===== src/rtl/ucpu_pkg.sv =====
// Shared definitions for the micro-CPU: opcodes, control FSM states and the
// accumulator-source / ALU-operation encodings used by the datapath blocks.
package ucpu_pkg;

  typedef enum logic [1:0] {
    ST_FETCH   = 2'b00,
    ST_EXECUTE = 2'b01,
    ST_HALT    = 2'b10
  } state_e;

  typedef enum logic [1:0] {
    SEL_ALU = 2'b00,
    SEL_REG = 2'b10,
    SEL_IMM = 2'b11
  } selacc_e;

  typedef enum logic [1:0] {
    ALU_ADD = 2'b00,
    ALU_SUB = 2'b01,
    ALU_AND = 2'b10,
    ALU_OR  = 2'b11
  } aluop_e;

  localparam logic [3:0] OP_NOP = 4'h0;
  localparam logic [3:0] OP_LDI = 4'h1;
  localparam logic [3:0] OP_LDR = 4'h2;
  localparam logic [3:0] OP_STR = 4'h3;
  localparam logic [3:0] OP_ADD = 4'h4;
  localparam logic [3:0] OP_SUB = 4'h5;
  localparam logic [3:0] OP_AND = 4'h6;
  localparam logic [3:0] OP_OR  = 4'h7;
  localparam logic [3:0] OP_JMP = 4'h8;
  localparam logic [3:0] OP_JZ  = 4'h9;
  localparam logic [3:0] OP_HLT = 4'hF;

endpackage


===== src/rtl/control_unit_if.sv =====
// Bus between the control unit and its program memory / datapath neighbours.
interface control_unit_if #(
  parameter int PC_WIDTH = 8
);
  logic                run;
  logic [7:0]          instr;
  logic                zero;
  logic [PC_WIDTH-1:0] pc;
  logic                loadacc;
  logic [1:0]          selacc;
  logic [3:0]          imm;
  logic [1:0]          aluop;
  logic                loadreg;
  logic                halted;

  // Control unit side: consumes run/instr/zero, drives pc and strobes.
  modport master (
    input  run, instr, zero,
    output pc, loadacc, selacc, imm, aluop, loadreg, halted
  );

  // Environment side: program memory, accumulator and register file.
  modport slave (
    output run, instr, zero,
    input  pc, loadacc, selacc, imm, aluop, loadreg, halted
  );
endinterface


===== src/rtl/control_unit_insn_decode.sv =====
// Combinational instruction decoder: turns FSM state and opcode into the
// datapath strobes and a jump-taken flag. All outputs idle outside EXECUTE.
module insn_decode
  import ucpu_pkg::*;
(
  input  state_e     state_i,
  input  logic [3:0] opcode_i,
  input  logic       zero_i,
  output logic       loadacc_o,
  output logic       loadreg_o,
  output selacc_e    selacc_o,
  output aluop_e     aluop_o,
  output logic       jump_o,
  output logic       halt_o
);

  // Decode the opcode only while executing; unlisted opcodes act as NOP.
  always_comb begin
    loadacc_o = 1'b0;
    loadreg_o = 1'b0;
    selacc_o  = SEL_ALU;
    aluop_o   = ALU_ADD;
    jump_o    = 1'b0;
    halt_o    = 1'b0;
    if (state_i == ST_EXECUTE) begin
      case (opcode_i)
        OP_LDI: begin
          loadacc_o = 1'b1;
          selacc_o  = SEL_IMM;
        end
        OP_LDR: begin
          loadacc_o = 1'b1;
          selacc_o  = SEL_REG;
        end
        OP_STR: loadreg_o = 1'b1;
        OP_ADD, OP_SUB, OP_AND, OP_OR: begin
          loadacc_o = 1'b1;
          selacc_o  = SEL_ALU;
          aluop_o   = aluop_e'(opcode_i[1:0]);
        end
        OP_JMP: jump_o = 1'b1;
        OP_JZ:  jump_o = zero_i;
        OP_HLT: halt_o = 1'b1;
        default: ;
      endcase
    end
  end

endmodule


===== src/rtl/control_unit.sv =====
// Two-cycle fetch/execute sequencer for the micro-CPU. Owns pc, ir and the
// FSM; strobes come from the combinational decoder so a reset drops them
// immediately.
module control_unit
  import ucpu_pkg::*;
#(
  parameter int PC_WIDTH = 8
) (
  input  logic           clk,
  input  logic           clr,
  control_unit_if.master bus
);

  state_e              state_q;
  logic [PC_WIDTH-1:0] pc_q;
  logic [7:0]          ir_q;

  logic    loadacc_d;
  logic    loadreg_d;
  selacc_e selacc_d;
  aluop_e  aluop_d;
  logic    jump_d;
  logic    halt_d;

  insn_decode u_decode (
    .state_i   (state_q),
    .opcode_i  (ir_q[7:4]),
    .zero_i    (bus.zero),
    .loadacc_o (loadacc_d),
    .loadreg_o (loadreg_d),
    .selacc_o  (selacc_d),
    .aluop_o   (aluop_d),
    .jump_o    (jump_d),
    .halt_o    (halt_d)
  );

  // Sequencer: fetch latches ir and bumps pc; execute applies jumps and
  // either returns to fetch or parks in HALT until the next reset.
  always_ff @(posedge clk or posedge clr) begin
    if (clr) begin
      state_q <= ST_FETCH;
      pc_q    <= '0;
      ir_q    <= 8'h00;
    end else begin
      case (state_q)
        ST_FETCH: begin
          if (bus.run) begin
            ir_q    <= bus.instr;
            pc_q    <= pc_q + PC_WIDTH'(1);
            state_q <= ST_EXECUTE;
          end
        end
        ST_EXECUTE: begin
          // Jumps stay inside the page of the already-incremented pc.
          if (jump_d) pc_q <= {pc_q[PC_WIDTH-1:4], ir_q[3:0]};
          state_q <= halt_d ? ST_HALT : ST_FETCH;
        end
        ST_HALT: ;
        default: state_q <= ST_FETCH;
      endcase
    end
  end

  assign bus.pc      = pc_q;
  assign bus.imm     = ir_q[3:0];
  assign bus.loadacc = loadacc_d;
  assign bus.loadreg = loadreg_d;
  assign bus.selacc  = selacc_d;
  assign bus.aluop   = aluop_d;
  assign bus.halted  = (state_q == ST_HALT);

endmodule


===== src/flat_wrapper.sv =====
// flat-port wrapper written by rule: the top's interface ports become plain ports
module control_unit_flat import ucpu_pkg::*;
#(
  parameter int PC_WIDTH = 8
)
  (clk, clr, bus_run, bus_instr, bus_zero, bus_pc, bus_loadacc, bus_selacc, bus_imm, bus_aluop, bus_loadreg, bus_halted);
  control_unit_if #(.PC_WIDTH(PC_WIDTH)) bus_i ();
  input  logic clk;
  input  logic clr;
  input wire logic [$bits(bus_i.run)-1:0] bus_run;
  input wire logic [$bits(bus_i.instr)-1:0] bus_instr;
  input wire logic [$bits(bus_i.zero)-1:0] bus_zero;
  output wire logic [$bits(bus_i.pc)-1:0] bus_pc;
  output wire logic [$bits(bus_i.loadacc)-1:0] bus_loadacc;
  output wire logic [$bits(bus_i.selacc)-1:0] bus_selacc;
  output wire logic [$bits(bus_i.imm)-1:0] bus_imm;
  output wire logic [$bits(bus_i.aluop)-1:0] bus_aluop;
  output wire logic [$bits(bus_i.loadreg)-1:0] bus_loadreg;
  output wire logic [$bits(bus_i.halted)-1:0] bus_halted;
  assign bus_i.run = bus_run;
  assign bus_i.instr = bus_instr;
  assign bus_i.zero = bus_zero;
  assign bus_pc = bus_i.pc;
  assign bus_loadacc = bus_i.loadacc;
  assign bus_selacc = bus_i.selacc;
  assign bus_imm = bus_i.imm;
  assign bus_aluop = bus_i.aluop;
  assign bus_loadreg = bus_i.loadreg;
  assign bus_halted = bus_i.halted;
  control_unit #(.PC_WIDTH(PC_WIDTH)) u_core (.clk(clk), .clr(clr), .bus(bus_i));
endmodule

===== config.mk =====
export PLATFORM = sky130hd
export DESIGN_NAME = control_unit_flat
export DESIGN_NICKNAME = d
export VERILOG_FILES = /design/src/rtl/ucpu_pkg.sv /design/src/rtl/control_unit_if.sv /design/src/rtl/control_unit_insn_decode.sv /design/src/rtl/control_unit.sv /design/src/flat_wrapper.sv
export SDC_FILE = /design/constraint.sdc
export NUM_CORES = 1
export LEC_CHECK = 0
export BUFFER_PORTS_ARGS = -buffer_cell sky130_fd_sc_hd__clkbuf_2
export CAP_MARGIN = 40
export CORE_ASPECT_RATIO = 1.5
export CORE_MARGIN = 1
export CORE_UTILIZATION = 45
export CTS_CLUSTER_SIZE = 28
export DETAILED_ROUTE_END_ITERATION = 7
export PLACE_DENSITY = 0.7
export SETUP_SLACK_MARGIN = 0.5
export SLEW_MARGIN = 40
export SYNTH_ARGS = -nofsm -noshare
export SYNTH_HDL_FRONTEND = slang
export SYNTH_HIERARCHICAL = 1
export SYNTH_SLANG_ARGS = --single-unit
export TNS_END_PERCENT = 10

===== constraint.sdc =====
create_clock -name clk -period 3.5 [get_ports clk]
set_input_delay 0.175 -clock clk [delete_from_list [all_inputs] [get_ports clk]]
set_output_delay 0.175 -clock clk [all_outputs]
set_load 0.02 [all_outputs]

# ---- Word-level counts from Yosys, hierarchy flattened
# Index checks and enable logic that the tools add are counted.
# W data, S select, Z words.
dict set report op_classes {
  addsub 1
  multipliers 0
  div 0
  order_cmp 0
  eq_ne 14
  n_shift 0
  n_mux 18
  bitwise 2
  reduce_logical 8
}
# op n
set op_table {}
lappend op_table {{$eq A4 B3 Y1 const B} 4}
lappend op_table {{$pmux W8 S2} 1}
lappend op_table {{$eq A4 B4 Y1 const B} 3}
lappend op_table {{$mux W2} 5}
lappend op_table {{$add A8 B1 Y8 const B} 1}
lappend op_table {{$eq A4 B2 Y1 const B} 2}
lappend op_table {{$mux W8} 1}
lappend op_table {{$mux W1} 7}
lappend op_table {{$pmux W2 S3} 1}
lappend op_table {{$reduce_and A3 Y1} 2}
lappend op_table {{$reduce_or A6 Y1} 1}
lappend op_table {{$eq A4 B1 Y1 const B} 1}
lappend op_table {{$mux W4} 1}
lappend op_table {{$pmux W2 S2} 1}
lappend op_table {{$reduce_and A2 Y1} 2}
lappend op_table {{$reduce_or A4 Y1} 1}
lappend op_table {{$eq A2 B1 Y1 const B} 1}
lappend op_table {{$eq A2 B2 Y1 const B} 1}
lappend op_table {{$logic_not A2 Y1} 1}
lappend op_table {{$ne A2 B1 Y1 const B} 1}
lappend op_table {{$ne A2 B2 Y1 const B} 1}
lappend op_table {{$not A1 Y1} 2}
lappend op_table {{$pmux W1 S2} 1}
lappend op_table {{$reduce_bool A2 Y1} 1}
dict set report totals {
  register_bits 18
  latchBits 0
  mem_bits_rw 0
  mem_bits_ro 0
  inputBits 12
  output_inout_bits 19
  elab_cells 47
  memories 0
}

# ---- Logic depth before layout (Yosys ltp)
# Gate-level depths: netlist (run 1).
dict set report depth {
  ltp_word 5
  depth_mapped 5
}

# ---- Hierarchy
# The synthesis (run 1) kept the hierarchy.
# module n_inst cells_per_inst area_each_um2 seq_area_each_um2
set by_module_without_submodules {}
lappend by_module_without_submodules {control_unit 1 68 868.3 450.4}
lappend by_module_without_submodules {insn_decode 1 15 102.6 0.0}

# ---- Least setup slack after synthesis (run 1)
# No wires, ideal clock.
dict set report synth_path {
  kind {reg-to-reg}
  startpoint {register u_core.state_q[0]}
  endpoint {register u_core.pc_q[1] (netlist: u_core/bus.pc[1])}
  setup_time_ns 0.125
  arrival_ns 1.781
  slack_ns 1.594
  stages_incl_launch_ff 6
  period_less_slack_ns 1.906
  path_cell_list {dfrtp_1 nand3b_1 a2111oi_0 mux2i_1 nor2_1 mux2_4}
}
dict set report synth_via {
  elab_chain_len 4
}
# element line_no
set synth_lines {}
lappend synth_lines {{from (decl)} control_unit.sv:14} ;# state_e state_q;
lappend synth_lines {{from (signal assigned)} control_unit.sv:56} ;# state_q <= halt_d ? ST_HALT : ST_FETCH;
lappend synth_lines {{$eq A2 B1 Y1} control_unit_insn_decode.sv:25} ;# if (state_i == ST_EXECUTE) begin
lappend synth_lines {{$mux W1} control_unit_insn_decode.sv:25}
lappend synth_lines {{named net u_core.jump_d} control_unit.sv:22} ;# logic jump_d;
lappend synth_lines {{$ne A2 B1 Y1 (no line)} -}
lappend synth_lines {{$reduce_and A3 Y1 (no line)} -}
lappend synth_lines {{to (signal assigned)} control_unit.sv:49} ;# pc_q <= pc_q + PC_WIDTH'(1);
lappend synth_lines {{to (signal assigned)} control_unit.sv:55} ;# if (jump_d) pc_q <= {pc_q[PC_WIDTH-1:4], ir_q[3:0]};
lappend synth_lines {{to (decl)} control_unit.sv:15} ;# logic [PC_WIDTH-1:0] pc_q;
# The timed path passes the listed nets, and every way through them passes these cells. The select of a mux whose other input is x is not followed.
# A chain may end at the register's enable or synchronous reset.

# ---- Worst setup path in the final report (run 1)
dict set report layout_path {
  startpoint {register u_core.state_q[1]}
  endpoint {register u_core.pc_q[1] (netlist: u_core/bus.pc[1])}
}
# The elaborated chain is that of the path after synthesis.

==> summary.md, run 1 <==
| Metric | Value |
|---|---|
| Status | completed |
| Cell area after synthesis | 971 sq um |
| Die Height | 58.9 microns |
| Number of synthesized flops with an enable pin | 0 |
| Num CTS Buffers | 3 |
| GRT met3 Usage | 0.0226 |
| Syn Inst Count | 83 |
| Port Buffer Count | 30 |
| Vias in the first global route | 686 |
| Mapped Avg Cell Area | 11.7 sq um |
| Critical path class | flip-flop to flip-flop |
| CTS H-tree lvls | 1 |
| Synth area leaders | dfrtp_1 46%, mux2_1 9.3%, xnor2_1 4.5%, buf_4 3.9%, mux2_4 3.1% |
| Global-route wire length before repair | 2880 microns |
| Yosys reg bits | 18 |
| Gp weighted congestion | 0.765 |
| Root Driver | clkbuf_4 |
| Area grow syn2layout | 17.5% |
| Leak | 0.551 nW |
| Fmax | 431 MHz |
| Total power | 714 uW |
| Slowest Stage Delay on Critical Path | 0.55 ns |
| Multiplexer area fraction after synthesis | 0.144 |
| Num rows | 20 |
| M1 GR Usage | 0.219 |
| Setup violators final | 0 |
| Largest family of logic cells by synthesized area | simple AND/OR/NAND/NOR gates |
| Post-layout min period | 2.32 ns |
| Setup Skew | 0.00452 ns |
| Final Instance Area | 1140 sq um |
| Xor and xnor fraction of the mapped netlist area | 0.0451 |
| Final core utilization | 0.563 |
| Placement Cell Area | 1090 sq um |
| Initial core utilization | 0.479 |
| Ys Warns | 6 |
| VDD IR-drop max | 0.408 mV |
| Crit path DAT | 2.50 ns |
| Fin Setup TNS | 0 ns |
| Slew @ Worst Pin | 0.682 ns |
| MaxCap Viol Count | 0 |
| Busiest grt layer | met2 |
| Worst Setup End Kind | flip-flop |
| Post-Syn Nets | 96 |
| Clk Latency, worst-skew pair | 0.29 ns |
| Inserted Diodes | 0 |
| Critical-path cell list | nand3b_1 > a2111oi_0 > mux2i_1 > nor2_1 > mux2_4 |
| Ys async rst share | 1.00 |
| Nets | 125 |
| DRC errors left | 0 |
| DIE AREA | 2350 sq um |
| Power Dens Cells | 626 nW/um^2 |
| DR vias | 745 |
| Initial antenna violation count | 0 |
| Routed Antenna Nets | 0 |
| R2r startpoint | u_core/state_q[1]$_DFFE_PP0P_ |
| Max-slew violation count | 0 |
| Area share of and/or/nand/nor cells after synthesis | 0.188 |
| DP HPWL | 1330 microns |
| Setup slack after layout | 1.18 ns |
| Hold Crit Class | primary input to flip-flop |
| CTS tree | done |
| Worst-path clk slew | 0.10 ns |
| Core ar. | 2030 sq um |
| Tot GR Track Use | 0.183 |
| Cell variety after synth | 33 |
| Final period util | 0.662 |
| Slew headroom | 0.545 |
| Layout cells sized above 1 | 0.360 |
| CP max FO | 14 |
| # IOs | 31 |
| Post-synth top area cell | dfrtp_1 |
| Final Hold Violating Endpoints | 0 |
| Longest Clk Path Bufs | 2 |
| CTS sink cnt | 18 |
| Total grt overflow | 0 |
| 1st-iter DRT viols | 11 |
| Largest net degree at the start of global routing | 19 |
| Pre-CTS setup slack | 1.24 ns |
| Synth Area in Compound Gates | 0.0709 |
| Drt total wl | 1840 microns |
| Hold Slack | 0.0962 ns |
| Post-Synth Adder-Cell Area | 0.0129 |
| Synth Flop Type | dfrtp_1 |
| Sequential fraction of the synthesis area | 0.464 |
| Synth top area share | 0.464 |
| Drt first pass iters | 5 |
| Met2 Track Usage GR | 0.306 |
| Worst path slowest cell | dfrtp_1 |
| Beginning of the critical path | u_core/state_q[1]$_DFFE_PP0P_ |
| DP Cell Count | 128 |
| Vias per cell | 5.60 |
| Hold wc startpoint | bus_instr[0] |
| Crit path launch type | flip-flop |
| Non-filler cells in the finished layout | 133 |
| WP data required | 3.68 ns |
| Wirelength per Cell | 13.9 microns |
| RSZ-0062 raised after global routing | false |
| Die Wd | 39.9 microns |
| Fillcell total | 186 |
==> logic make-up after synthesis <==
| family | after synthesis |
|---|---|
| simple gates | 26 |
| fa+ha+maj | 1 |
| compound gates | 9 |
| flops | 18 |
| buf+inv | 12 |
| mux | 12 |
| xor+xnor | 5 |
==> sequential cells by signal, summed over array words and instances, names as in the netlist <==
| name | count |
|---|---|
| u_core/ir_q | 8 |
| u_core/bus.pc | 8 |
| u_core/state_q | 2 |
==> power by group <==
group	switching, mW	internal [mW]
Combinational	0.139	0.118
Sequential	0.0711	0.262
Clock	0.0609	0.0633
Total	0.271	0.443
==> cells in the mapped netlist (all sizes together) (2+ instances only) <==
cell type / count
mux2i: 2
a211oi: 2
nand4: 4
inv: 5
nand2: 2
nor3b: 4
buf: 7
xnor2: 5
nand3: 2
nor2: 3
and3: 4
dfrtp: 18
mux2: 10
==> worst paths after layout <==
path | to | slack, ns | cells past startpoint
max in group asynchronous | u_core/ir_q[2]$_DFFE_PP0P_ | 2.55 | 3
min in group asynchronous | u_core/state_q[0]$_DFFE_PP0P_ | 0.52 | 3
min | u_core/ir_q[0]$_DFFE_PP0P_ | 0.1 | 2
max reg2reg | u_core/bus.pc[1]$_DFFE_PP0P_ | 1.18 | 5
min reg2reg | u_core/bus.pc[7]$_DFFE_PP0P_ | 0.48 | 1
max | u_core/bus.pc[1]$_DFFE_PP0P_ | 1.18 | 5
==> cell usage in the layout, fill, tap and decap left out, types with 2 or more instances in the layout <==
cell type / netlist / layout
nand2_1: 2 / 2
mux2_4: 2 / 2
clkbuf_4: 0 / 3
and3_1: 4 / 4
clkbuf_2: 0 / 30
dfrtp_1: 18 / 18
mux2i_1: 2 / 2
mux2_1: 8 / 8
nor3b_1: 2 / 2
nand4_1: 4 / 4
inv_1: 5 / 5
nand3_1: 2 / 2
a211oi_1: 2 / 2
xnor2_1: 5 / 5
nor2_1: 3 / 3
==> critical path: cells and delay by family (launching register included) <==
family           cells  cell delay, ns
AO/OA/AOI/OAI        1            0.54
flip-flops           1            0.55
multiplexers         2            0.63
AND/OR/NAND/NOR      2            0.49
==> timing repair <==
item,4_1_cts,5_1_grt
setup buffers,0,0
hold endpoints to repair,18,0
hold buffers,1,0
gates resized for setup,0,0
==> final cells by class <==
cell class	instances	area (sq um)	area share
well taps	22	27.5	0.0241
flip-flops and latches	18	450	0.395
clock buffers	4	36.3	0.0318
repair buffers	31	160	0.140
inverters	5	18.8	0.0164
multi-input cells	53	448	0.393
==> routing by layer <==
layer / vias up / share of wire
met5: - / 0
met4: 0 / 0.0092
met3: 2 / 0.042
met2: 26 / 0.54
met1: 368 / 0.41
li1: 349 / -
Power figures use the tool's default switching activity.
==> run 2: changes to the inputs <==
Settings changed: ABC_AREA set to 1, PLACE_DENSITY 0.7 to 0.72.
Clock period 3.5 ns to 2.05 ns, I/O delays scaled along.
==> run 2 against run 1 <==
  * Sequential power grew 48%
  * Area after synthesis grew 5.0%
  * Worst hold slack lost 0.095 ns
  * Sequential share of layout area shrank 3.5 points
  * Clock power grew 77%
  * Critical path depth is the same
  * Routed wire length grew 12%
  * Setup slack lost 0.52 ns
  * Global-route usage grew 2.7 points
  * Count of clock-buffer cells in the layout is the same
  * Cell count grew 49%
  * Critical endpoint is now bus_selacc[1]
  * Highest routed layer unchanged
==> summary.md, run 2 <==
| Metric | Value |
|---|---|
| CP top delay family | flip-flops (was multiplexers) |
| Synth area leaders | dfrtp_1 44%, nand2_1 21%, inv_1 7.0%, nor2_1 3.3%, nand3_1 2.9% (was dfrtp_1 46%, mux2_1 9.3%, xnor2_1 4.5%, buf_4 3.9%, mux2_4 3.1%) |
| Vias per cell | 4.88 (was 5.60) |
| Hold Crit Class | primary input to flip-flop (unchanged) |
| CP max FO | 7 (was 14) |
| Switching Fraction | 0.387 (was 0.380) |
| DR vias | 967 (was 745) |
| WP depth | 5 (unchanged) |
| Count leader, synth | nand2_1 (was dfrtp_1) |
| Core ar. | 2080 sq um (was 2030 sq um) |
| Placement Cell Area | 1170 sq um (was 1090 sq um) |
| Die Height | 60.3 microns (was 58.9 microns) |
| Die Wd | 40.9 microns (was 39.9 microns) |
| Nets | 190 (was 125) |
| Fmax | 721 MHz |
| Number of synthesized flops with an enable pin | 0 (unchanged) |
| Beginning of the critical path | u_core/state_q[0]$_DFFE_PP0P_ (was u_core/state_q[1]$_DFFE_PP0P_) |
| List of most frequent post-synthesis cells | 56 x nand2_1, 19 x inv_1, 18 x dfrtp_1 (was 18 x dfrtp_1, 8 x mux2_1, 5 x buf_4, 5 x inv_1, 5 x xnor2_1) |
| Port Buffer Count | 30 (unchanged) |
| P_int | 650 uW (was 443 uW) |
| Worst r2r dst | u_core/bus.pc[3]$_DFFE_PP0P_ (was u_core/bus.pc[1]$_DFFE_PP0P_) |
| Gp weighted congestion | 0.805 (was 0.765) |
| Ys async rst share | 1.00 (unchanged) |
| Met1 WL | 814 microns (was 754 microns) |
| Worst-path clk slew | 0.10 ns (about the same) |
| DIE AREA | 2460 sq um (was 2350 sq um) |
| Area grow syn2layout | 23.1% (was 17.5%) |
| Mapped Avg Cell Area | 7.23 sq um (was 11.7 sq um) |
| Slowest Stage Delay on Critical Path | 0.44 ns (was 0.55 ns) |
| Logic pwr share | 0.327 (was 0.360) |
| Ys Warns | 6 (unchanged) |
| R2r startpoint | u_core/state_q[0]$_DFFE_PP0P_ (was u_core/state_q[1]$_DFFE_PP0P_) |
| Most frequent cells in the layout | 56 x nand2_1, 30 x clkbuf_2, 19 x inv_1, 17 x dfrtp_1, 9 x nor2_1 (was 30 x clkbuf_2, 18 x dfrtp_1, 8 x mux2_1, 5 x inv_1, 5 x xnor2_1) |
| R2R setup slack | 0.77 ns (was 1.18 ns) |
| Cell area after synthesis | 1020 sq um (was 971 sq um) |
| CTS sink cnt | 18 (unchanged) |
| DP Cell Count | 189 (was 128) |
| Initial core utilization | 0.491 (was 0.479) |
| Critical-path cell list | inv_1 > nor2_2 > nand2_1 > a21oi_1 > clkbuf_2 (was nand3b_1 > a2111oi_0 > mux2i_1 > nor2_1 > mux2_4) |
| Max-slew violation count | 0 (unchanged) |
| Num CTS Buffers | 3 (unchanged) |
| 1st-iter DRT viols | 13 (was 11) |
| Vias in the first global route | 935 (was 686) |
| VDD IR-drop max | 0.580 mV (was 0.408 mV) |
| Longest Clk Path Bufs | 2 (unchanged) |
| Post-Syn Nets | 154 (was 96) |
| Initial antenna violation count | 0 (unchanged) |
| Worst Setup End Kind | output pin (was flip-flop) |
| # Post-CTS Setup Buffers | 0 (unchanged) |
| Buf/Inv on CP | 2 (was 0) |
| Fin Setup TNS | 0 ns (unchanged) |
| Max layer used | met4 (unchanged) |
| Critical path class | flip-flop to output pin (was flip-flop to flip-flop) |
| Synth Flop Type | dfrtp_1 (unchanged) |
| DP HPWL | 1520 microns (was 1330 microns) |
| Drt total wl | 2060 microns (was 1840 microns) |
| Cell variety after synth | 22 (was 33) |
| Flop pwr share | 0.466 (about the same) |
| R2R cell count | 9 (was 5) |
| CTS tree | done (unchanged) |
| Final Instance Area | 1250 sq um (was 1140 sq um) |
| Final period util | 0.677 |
| Post-synth top area cell | dfrtp_1 (unchanged) |
| Post-layout min period | 1.39 ns |
| Status | completed (unchanged) |
| Tot GR Track Use | 0.210 (was 0.183) |
| Num rows | 20 (unchanged) |
| Inserted Diodes | 0 (unchanged) |
| Clk Latency, worst-skew pair | 0.29 ns (about the same) |
| # IOs | 31 (unchanged) |
| Worst setup path end | bus_selacc[1] (was u_core/bus.pc[1]$_DFFE_PP0P_) |
| Sequential fraction of the synthesis area | 0.442 (was 0.464) |
| Leak | 0.709 nW (was 0.551 nW) |
| Syn Inst Count | 141 (was 83) |
| Met2 WL | 1130 microns (was 994 microns) |
| WP data required | 1.95 ns (was 3.68 ns) |
| Routed wl met3 | 79 microns (was 77 microns) |
| Yosys reg bits | 18 (unchanged) |
| Total grt overflow | 0 (unchanged) |
| Power Dens Cells | 845 nW/um^2 (was 626 nW/um^2) |
| Crit path DAT | 1.28 ns (was 2.50 ns) |
| Setup Skew | 0.00266 ns (was 0.00452 ns) |
| Synth top area share | 0.442 (was 0.464) |
| DRC errors left | 0 (unchanged) |
| RSZ-0062 raised after global routing | false (unchanged) |
| MaxCap Viol Count | 0 (unchanged) |
| Drt first pass iters | 4 (was 5) |
| Largest net degree at the start of global routing | 19 (unchanged) |
| CTS H-tree lvls | 1 (unchanged) |
| Total power | 1.06 mW (was 714 uW) |
| Worst path slowest cell | dfrtp_2 (was dfrtp_1) |
| Slew headroom | 0.526 (was 0.545) |
| Crit path launch type | flip-flop (unchanged) |
| Wirelength per Cell | 10.4 microns (was 13.9 microns) |
| Leading cell type in the layout, fill and taps excluded | nand2_1 (was clkbuf_2) |
| Routed Antenna Nets | 0 (unchanged) |
| Root Driver | clkbuf_4 (unchanged) |
| Clock network power share | 0.208 (was 0.174) |
| Layout cells sized above 1 | 0.273 (was 0.360) |
| Non-filler cells in the finished layout | 198 (was 133) |
| Setup violators final | 0 (unchanged) |
| Slew @ Worst Pin | 0.710 ns (was 0.682 ns) |
| Global-route wire length before repair | 3570 microns (was 2880 microns) |
| Final Hold Violating Endpoints | 0 (unchanged) |
| Psw | 410 uW (was 271 uW) |
-- run 2: cell count changes after synthesis, moves of 4 or more --
cell	before	now
nor2_1	3	9
xnor2_1	5	0
and3_1	4	0
inv_1	5	19
nand3_1	2	6
nand2_1	2	56
o21ai_0	1	6
mux2_1	8	0
-- run 2: kinds of logic (layout without fill, tap and decap cells) --
kind of cell,Yosys count,after routing,share of synthesized area
buffers and inverters,26,61,0.110
and+or+nand+nor,85,85,0.377
DFF,18,18,0.442
adders and majority gates,1,1,0.0123
AOI/OAI and AO/OA,11,11,0.0589
-- run 2: tightest hold or removal path: cells and delay by family --
family / cells / cell delay, ns
buf+inv: 1 / 0.07
simple gates: 2 / 0.09
-- run 2: cell type report --
| cell class | instances | area, sq um |
|---|---|---|
| flip-flops and latches | 18 | 452 |
| inverters | 22 | 82.6 |
| repair buffers | 35 | 200 |
| fillers | 208 | 822 |
| well taps | 22 | 27.5 |
| clock buffers | 4 | 36.3 |
| multi-input cells | 97 | 457 |
-- run 2: per-stage QoR --
| stage | hold WS (ns) | setup WS, ns | utilization |
|---|---|---|---|
| 2_1_floorplan | 0.0411 | 0.808 | - |
| 3_3_place_gp | 0.225 | 0.762 | 0.562 |
| 3_5_place_dp | 0.235 | 0.715 | 0.562 |
| 4_1_cts | 0.000944 | 0.601 | 0.604 |
| 5_1_grt | 0.00160 | 0.536 | 0.604 |
| 6_report | 0.00148 | 0.663 | 0.604 |
-- run 2: power groups by stage --
stage / sequential [mW] / combinational, mW / clock, mW
after floorplan: 0.533 / 0.209 / 0
after global placement: 0.497 / 0.334 / 0
after detailed placement: 0.501 / 0.340 / 0
after CTS: 0.494 / 0.349 / 0.227
after global routing: 0.510 / 0.393 / 0.243
final: 0.493 / 0.346 / 0.220
-- run 2: how the worst min path moves through the flow --
stage                       startpoint                      endpoint  depth (start not counted)
after global routing      bus_instr[5]    u_core/ir_q[5]$_DFFE_PP0P_                          3
after floorplan                    clr  u_core/bus.pc[0]$_DFFE_PP0P_                          1
after CTS                 bus_instr[5]    u_core/ir_q[5]$_DFFE_PP0P_                          3
after global placement             clr  u_core/bus.pc[7]$_DFFE_PP0P_                          2
final                     bus_instr[5]    u_core/ir_q[5]$_DFFE_PP0P_                          3
after detailed placement           clr  u_core/bus.pc[7]$_DFFE_PP0P_                          2
-- run 2: timing repair --
| item | in CTS | in global routing |
|---|---|---|
| hold endpoints to repair | 22 | 0 |
| endpoints found under the setup margin | 0 | 1 |
| resized for setup | 0 | 1 |
| hold buffers | 5 | 0 |
-- run 2: layer usage --
layer	GRT usage	up-vias
li1	-	496
met1	0.223	438
met2	0.379	29
met3	0.0223	4
met4	0.100	0
met5	0	-
==> run 3: changes to the inputs <==
Settings changed: PLACE_DENSITY 0.72 to 0.69.
Clock period 2.05 ns to 1.4 ns, I/O delays scaled along.
==> run 3 against run 2 <==
  * The flow now finishes with violations (hold timing)
  * Count of clock-buffer cells in the layout did not move
  * Design area rose by 12%
  * Core utilization rose by 7.4 points
  * Clock power rose by 47%
  * Critical path type unchanged
  * Largest power group unchanged
  * Highest routed layer unchanged
==> summary.md, run 3 (same netlist as run 2, synthesis figures left out) <==
| Metric | Value |
|---|---|
| CTS H-tree lvls | 1 (unchanged) |
| CTS sink cnt | 18 (unchanged) |
| Critical path class | flip-flop to output pin (unchanged) |
| Post-layout min period | 1.32 ns |
| Vias in the first global route | 944 (was 935) |
| Worst path slowest cell | dfrtp_1 (was dfrtp_2) |
| Crit path launch type | flip-flop (unchanged) |
| Root Driver | clkbuf_4 (unchanged) |
| Total power | 1.64 mW (was 1.06 mW) |
| Drt first pass iters | 4 (unchanged) |
| CP top delay family | flip-flops (unchanged) |
| Die Wd | 40.9 microns (unchanged) |
| Layout cells sized above 1 | 0.348 (was 0.273) |
| Longest Clk Path Bufs | 2 (unchanged) |
| Worst-path clk slew | 0.10 ns (about the same) |
| Non-filler cells in the finished layout | 206 (was 198) |
| Num rows | 20 (unchanged) |
| Max-slew violation count | 0 (unchanged) |
| Slowest Stage Delay on Critical Path | 0.42 ns (was 0.44 ns) |
| Post-CTS Hold Fix Bufs | 8 (was 5) |
| Tot GR Track Use | 0.211 (was 0.210) |
| Failing checks | hold timing |
| Setup slack after layout | 0.0757 ns (was 0.663 ns) |
| Crit path DAT | 1.25 ns (was 1.28 ns) |
| Gp weighted congestion | 0.838 (was 0.805) |
| Initial core utilization | 0.491 (unchanged) |
| Worst Setup End Kind | output pin (unchanged) |
| Buf/Inv on CP | 4 (was 2) |
| Setup Skew | 0.00277 ns (was 0.00266 ns) |
| Nets | 198 (was 190) |
| Final Hold Violating Endpoints | 18 (was 0) |
| Most frequent cells in the layout | 52 x nand2_1, 23 x clkbuf_2, 17 x inv_1, 16 x dfrtp_1, 9 x buf_4 (was 56 x nand2_1, 30 x clkbuf_2, 19 x inv_1, 17 x dfrtp_1, 9 x nor2_1) |
| Num CTS Buffers | 3 (unchanged) |
| DP Cell Count | 190 (was 189) |
| Wirelength per Cell | 10.5 microns (was 10.4 microns) |
| VDD IR-drop max | 0.716 mV (was 0.580 mV) |
| Port Buffer Count | 30 (unchanged) |
| Drt total wl | 2160 microns (was 2060 microns) |
| DRC errors left | 0 (unchanged) |
| Final Instance Area | 1410 sq um (was 1250 sq um) |
| Clk Latency, worst-skew pair | 0.30 ns (was 0.29 ns) |
| Final core utilization | 0.678 (was 0.604) |
| Fmax | 755 MHz |
| Status | finished with violations (was completed) |
| Routed Antenna Nets | 0 (unchanged) |
| Leak | 0.767 nW (was 0.709 nW) |
| RSZ-0062 raised after global routing | true (was false) |
| 1st-iter DRT viols | 14 (was 13) |
| CTS tree | done (unchanged) |
| Area grow syn2layout | 38.2% (was 23.1%) |
| Critical-path cell list | buf_6 > inv_4 > nand2_4 > nand3_2 > nand2_1 > inv_1 > clkbuf_8 (was inv_1 > nor2_2 > nand2_1 > a21oi_1 > clkbuf_2) |
| Vias per cell | 4.72 (was 4.88) |
| DP HPWL | 1550 microns (was 1520 microns) |
| Pre-CTS setup slack | 0.0645 ns (was 0.715 ns) |
| Final period util | 0.946 |
| Global-route wire length before repair | 3590 microns (was 3570 microns) |
| Placement Cell Area | 1180 sq um (was 1170 sq um) |
| Die Height | 60.3 microns (unchanged) |
| Fin Setup TNS | 0 ns (unchanged) |
| Total grt overflow | 0 (unchanged) |
| Hold Slack | -0.165 ns (was 0.00148 ns) |
| WP data required | 1.33 ns (was 1.95 ns) |
| Leading cell type in the layout, fill and taps excluded | nand2_1 (unchanged) |
| MaxCap Viol Count | 0 (unchanged) |
| Slew headroom | 0.554 (was 0.526) |
| DIE AREA | 2460 sq um (unchanged) |
| Power Dens Cells | 1160 nW/um^2 (was 845 nW/um^2) |
| Inserted Diodes | 0 (unchanged) |
| Slew @ Worst Pin | 0.668 ns (was 0.710 ns) |
| Largest net degree at the start of global routing | 19 (unchanged) |
| Core ar. | 2080 sq um (unchanged) |
| # IOs | 31 (unchanged) |
| Setup violators final | 0 (unchanged) |
| DR vias | 972 (was 967) |
| Initial antenna violation count | 0 (unchanged) |
| CP max FO | 4 (was 7) |
| Hold Crit Class | primary input to async pin (was primary input to flip-flop) |
[run 3: cell count changes in the layout (fill, tap and decap cells not counted), moves of 3 or more]
| cell | delta |
|---|---|
| clkbuf_2 | -7 |
| nand2_1 | -4 |
| dlygate4sd3_1 | +3 |
| buf_4 | +9 |
[run 3: where the power goes]
group / switching (mW) / internal (mW)
registers: 0.113 / 0.613
logic: 0.363 / 0.228
clock network: 0.165 / 0.159
[run 3: metal layers]
metal / global-route usage / vias up / routed length, microns
met5: 0 / - / 0
met4: 0.0857 / 0 / 34
met3: 0.0446 / 4 / 59
met2: 0.379 / 22 / 1200
met1: 0.220 / 436 / 865
li1: - / 510 / -
[run 3: timing repair]
action	in CTS	in global routing
pin swaps	2	9
endpoints found under the setup margin	37	37
setup buffers	3	1
hold endpoints to repair	26	18
gates resized for setup	10	22
[run 3: path summary, 6_finish.rpt]
check                                                    from                      endpoint  slack [ns]  cells past startpoint
min in group clk                                      bus_run  u_core/bus.pc[4]$_DFFE_PP0P_        0.16                      4
max in group asynchronous                                 clr    u_core/ir_q[6]$_DFFE_PP0P_        1.10                      2
worst max-delay path               u_core/ir_q[5]$_DFFE_PP0P_                   bus_loadacc        0.08                      7
worst min-delay path                                      clr  u_core/bus.pc[7]$_DFFE_PP0P_       -0.17                      2
worst min register to register   u_core/bus.pc[7]$_DFFE_PP0P_  u_core/bus.pc[7]$_DFFE_PP0P_        0.51                      2
worst max register to register  u_core/state_q[0]$_DFFE_PP0P_  u_core/bus.pc[7]$_DFFE_PP0P_        0.09                      7
[run 3: cell type report]
type                       count  area (sq um)
clock buffer                   4          36.3
fill                         182           668
inverter                      22          87.6
multi-input combinational     97           512
sequential                    18           453
tap                           22          27.5
timing repair buffer          43           293
